### src/rtl/untruncate_pkg.sv
// Shared types and helpers for the untruncate expander and its skid buffer.
// Holds the dither LFSR step function and the midpoint fill pattern.
package untruncate_pkg;

    localparam logic [15:0] LFSR_MASK = 16'hB400;

    typedef enum logic [1:0] {
        SKID_EMPTY = 2'd0,
        SKID_ONE   = 2'd1,
        SKID_FULL  = 2'd2
    } skid_cnt_e;

    // 16-bit Galois, right-shifting.
    function automatic logic [15:0] lfsr_next(input logic [15:0] s);
        return (s >> 1) ^ (s[0] ? LFSR_MASK : 16'h0000);
    endfunction

    function automatic logic [15:0] midpoint(input int nbits);
        if (nbits <= 0) begin
            return 16'h0000;
        end
        return 16'h0001 << (nbits - 1);
    endfunction

endpackage

### src/rtl/dti_skid2.sv
// 2-entry DTI skid register stage; latency 1 cycle, 1 word/cycle throughput.
// Backpressure: in_rdy is a decode of registered count only (no path from out_rdy).
module dti_skid2
    import untruncate_pkg::*;
#(
    parameter int W = 16
) (
    input  logic         clk,
    input  logic         rst,
    input  logic         in_vld,
    output logic         in_rdy,
    input  logic [W-1:0] in_dat,
    output logic         out_vld,
    input  logic         out_rdy,
    output logic [W-1:0] out_dat
);

    skid_cnt_e      cnt_q, cnt_d;
    logic [W-1:0]   head_q, head_d;
    logic [W-1:0]   tail_q, tail_d;
    logic           in_xfer, out_xfer;

    assign in_rdy   = (cnt_q != SKID_FULL);
    assign out_vld  = (cnt_q != SKID_EMPTY);
    assign out_dat  = head_q;
    assign in_xfer  = in_vld && in_rdy;
    assign out_xfer = out_vld && out_rdy;

    always_comb begin
        cnt_d  = cnt_q;
        head_d = head_q;
        tail_d = tail_q;
        case (cnt_q)
            SKID_EMPTY: begin
                if (in_xfer) begin
                    head_d = in_dat;
                    cnt_d  = SKID_ONE;
                end
            end
            SKID_ONE: begin
                if (in_xfer && out_xfer) begin
                    head_d = in_dat;
                end else if (in_xfer) begin
                    tail_d = in_dat;
                    cnt_d  = SKID_FULL;
                end else if (out_xfer) begin
                    cnt_d  = SKID_EMPTY;
                end
            end
            SKID_FULL: begin
                if (out_xfer) begin
                    head_d = tail_q;
                    cnt_d  = SKID_ONE;
                end
            end
            default: cnt_d = SKID_EMPTY;
        endcase
    end

    always_ff @(posedge clk or posedge rst) begin
        if (rst) begin
            cnt_q  <= SKID_EMPTY;
            head_q <= '0;
            tail_q <= '0;
        end else begin
            cnt_q  <= cnt_d;
            head_q <= head_d;
            tail_q <= tail_d;
        end
    end

endmodule

### src/rtl/untruncate.sv
// Restores NBITS LSBs onto a truncated DTI stream with midpoint or LFSR dither fill.
// Latency 1 cycle through a 2-entry skid; din_rdy drops only when the skid is full.
module untruncate
    import untruncate_pkg::*;
#(
    parameter int          NBITS = 4,
    parameter int          DIN   = 16,
    parameter int          MODE  = 0,
    parameter logic [15:0] SEED  = 16'hACE1
) (
    input  logic                  clk,
    input  logic                  rst,
    input  logic                  din_vld,
    output logic                  din_rdy,
    input  logic [DIN-NBITS-1:0]  din_dat,
    output logic                  dout_vld,
    input  logic                  dout_rdy,
    output logic [DIN-1:0]        dout_dat
);

    logic [DIN-1:0] word;

    generate
        if (NBITS == 0) begin : g_nofill
            assign word = din_dat;
        end else if (MODE == 0) begin : g_mid
            localparam logic [NBITS-1:0] FILL_MID = NBITS'(midpoint(NBITS));
            assign word = {din_dat, FILL_MID};
        end else begin : g_lfsr
            logic [15:0] lfsr_q, lfsr_d;

            // Fill uses the pre-advance state; the LFSR only steps on an accepted word.
            always_comb begin
                lfsr_d = lfsr_q;
                if (din_vld && din_rdy) begin
                    lfsr_d = lfsr_next(lfsr_q);
                end
            end

            always_ff @(posedge clk or posedge rst) begin
                if (rst) begin
                    lfsr_q <= SEED;
                end else begin
                    lfsr_q <= lfsr_d;
                end
            end

            assign word = {din_dat, lfsr_q[NBITS-1:0]};
        end
    endgenerate

    dti_skid2 #(
        .W(DIN)
    ) u_skid (
        .clk     (clk),
        .rst     (rst),
        .in_vld  (din_vld),
        .in_rdy  (din_rdy),
        .in_dat  (word),
        .out_vld (dout_vld),
        .out_rdy (dout_rdy),
        .out_dat (dout_dat)
    );

endmodule

### config.mk
export PLATFORM = sky130hd
export DESIGN_NAME = untruncate
export DESIGN_NICKNAME = d
export VERILOG_FILES = /design/src/rtl/untruncate_pkg.sv /design/src/rtl/dti_skid2.sv /design/src/rtl/untruncate.sv
export SDC_FILE = /design/constraint.sdc
export NUM_CORES = 1
export LEC_CHECK = 0
export CAP_MARGIN = 0
export CORE_ASPECT_RATIO = 0.7
export CORE_MARGIN = 2
export CORE_UTILIZATION = 30
export CTS_BUF_LIST = sky130_fd_sc_hd__clkbuf_8
export DETAILED_ROUTE_END_ITERATION = 8
export SLEW_MARGIN = 30
export SYNTH_ARGS = -nofsm -noshare
export SYNTH_HDL_FRONTEND = slang
export SYNTH_HIERARCHICAL = 1
export SYNTH_SLANG_ARGS = --single-unit
### constraint.sdc
create_clock -name clk -period 2.2 [get_ports clk]
set_input_delay 0.44 -clock clk [delete_from_list [all_inputs] [get_ports clk]]
set_output_delay 0.44 -clock clk [all_outputs]
set_load 0.1 [all_outputs]
==> impl_metrics.tcl <==
set metrics [dict create \
    regToRegSetupSlack_ps 510 \
    ctsResizeCount 0 \
    r2r_end "u_skid/out_dat[0]" \
    arrival_ps 1430 \
    cts_tree "yes" \
    place_area_sq_mm 0.00197 \
    grt_max_degree 35 \
    yosys_warnings 6 \
    cts_buffers 5 \
    final_cell_mix "mux2_2, dfrtp_1, buf_4" \
    antenna_found_initial 0 \
    hold_buffers 0 \
    grt_overflow_total 0 \
    synthCells 100 \
    p_int_w 0.00158 \
    wl_per_cell_microns 13.6 \
    critical_path_class "reg2out" \
    fin_area_sq_mm 0.00208 \
    switching_power_w 0.00126 \
    pwr-share-seq_pct 34.0 \
    finalCritPeriodShare_pct 84.9 \
    cts_setup_buffers 0 \
    routed_wl_mm 2.93 \
    drtIter0Drc 40 \
    die_height_microns 64.3 \
    combPwrFrac_pct 47.7 \
    ys_types 18 \
    clk_pin_slew_ps 60 \
    fmax_ghz 0.535 \
    fin_nets 161 \
    initial_core_util_pct 31.9 \
    required_ps 1760 \
    rows 21 \
    p_per_area_mw_per_mm2 1360 \
    syn_area_sq_mm 0.00156 \
    peakVddDrop_mv 0.565 \
    layout-drive-gt1-share_pct 55.5 \
    first_pass_iters 2 \
    grt_usage_pct 11.3 \
    r2r_start "u_skid/cnt_q[0]" \
    dp_hpwl_mm 2.05 \
    worstSetupEndpointType "output port" \
    grt_pass1_wl_mm 4.98 \
    clk_path_buf_depth 2 \
    clkPwrFrac_pct 18.4 \
    p_sw_share_pct 44.3 \
    cts_root_buf "clkbuf_8" \
    crit_fanout 15 \
    setup_tns_ps 0 \
    fin_skew_ps 2.29 \
    clock_sinks 34 \
    hold_class "reg2reg" \
    vias_per_cell 4.33 \
    reg2regPathDepth 4 \
    die_x_microns 90.1 \
    yosysSeqAreaShare_pct 54.6 \
    layout_commonest_cell "mux2_2" \
    syn_area_per_cell_sq_um 15.6 \
    ioPinCount 34 \
    start_kind "register" \
    io_buffers 33 \
    gp_congestion 0.727 \
    worst_hold_slack_ps 506 \
    hold_end "u_skid/tail_q[12]" \
    finalCriticalPeriod_ps 1870 \
    antenna_cells 0 \
    hp-start "u_skid/tail_q[12]" \
    via_count 931 \
    maxSlewViolCount 0 \
    h-tree-depth 2 \
    maxCapViolations 0 \
    coreArea_sq_mm 0.00489 \
    hold_viol 0 \
    status "completed" \
    grt_pass1_vias 1034 \
    ys_seq_elements 34 \
    drc 0 \
    die_area_sq_mm 0.00579 \
    clkLatencyLatePin_ps 270 \
    worstHoldPathCells 1 \
    rsz0062_at_grt "false" \
    setup_violations 0 \
    antenna_left 0 \
    p_leak_nw 0.915 \
    area_growth_pct 33.7 \
]
[cells in the mapped netlist]
cell      number  area, sq um
mux2_4         8          120
mux2_2        40          450
and4bb_2       1         12.5
inv_1          1         3.75
or2_2          1         6.26
dfrtp_1       34          851
o21ai_2        1         8.76
nor3b_1        1         7.51
nand2b_1       1         6.26
a21oi_1        1         5.00
buf_8          1         15.0
o21bai_1       1         7.51
buf_2          2         10.0
buf_6          2         22.5
nand3b_1       1         7.51
mux2i_1        1         10.0
conb_1         2         7.51
o22ai_1        1         6.26
[layout make-up]
| class | count | area (sq um) |
|---|---|---|
| inverter | 1 | 3.75 |
| fill | 488 | 2810 |
| sequential | 34 | 851 |
| tap | 69 | 86.3 |
| clock buffer | 8 | 110 |
| multi-input combinational | 66 | 678 |
| timing repair buffer | 37 | 353 |
[critical path, stage by stage (launching register included)]
cell      delay [ps]
dfrtp_1          420
nand2b_1         230
buf_4            290
buf_12           210
[flip-flops by register name (all words and copies together), names as in the netlist]
| register | flops |
|---|---|
| u_skid/cnt_q | 2 |
| u_skid/tail_q | 16 |
| u_skid/out_dat | 16 |
[cells by family after synthesis]
family,Yosys count,share of synthesized area (%)
DFF,34,54.6
and+or+nand+nor,5,2.57
muxes,49,37.3
other,2,0.482
AOI/OAI and AO/OA,4,1.77
buffers and inverters,6,3.29
[metal layers]
layer / GRT usage [%] / routed length (microns) / up-vias
met3: 4.36 / 155 / 6
met1: 13.4 / 1330 / 466
met2: 18.0 / 1410 / 22
li1: - / - / 437
met5: 0 / 0 / -
met4: 5.77 / 35 / 0
[stage by stage]
| step | total power [W] | utilization [%] | setup WS [ps] | std cells |
|---|---|---|---|---|
| 2_1_floorplan | 0.00203 | - | 602 | 106 |
| 3_3_place_gp | 0.00231 | 40.3 | 232 | 207 |
| 3_5_place_dp | 0.00234 | 40.3 | 190 | 207 |
| 4_1_cts | 0.00288 | 42.6 | 296 | 215 |
| 5_1_grt | 0.00297 | 42.6 | 239 | 215 |
| 6_report | 0.00284 | 42.6 | 331 | 215 |
[worst max path at each step]
stage / cells past startpoint / slack (ps) / start / to
detailed placement: 5 / 190 / dout_rdy / u_skid/out_dat[9]
global placement: 4 / 230 / dout_rdy / u_skid/tail_q[7]
CTS: 3 / 300 / u_skid/cnt_q[0] / din_rdy
finish: 3 / 330 / u_skid/cnt_q[0] / din_rdy
global route: 3 / 240 / u_skid/cnt_q[0] / din_rdy
floorplan: 5 / 600 / u_skid/cnt_q[0] / u_skid/out_dat[4]
[power groups by stage]
stage               registers (W)  clock network, W  logic, W
finish                   0.000963          0.000521   0.00135
CTS                      0.000966          0.000547   0.00136
global placement         0.000960                 0   0.00135
detailed placement       0.000976                 0   0.00136
global route             0.000996          0.000581   0.00140
floorplan                 0.00163                 0  0.000400
Power figures use the tool's default switching activity.
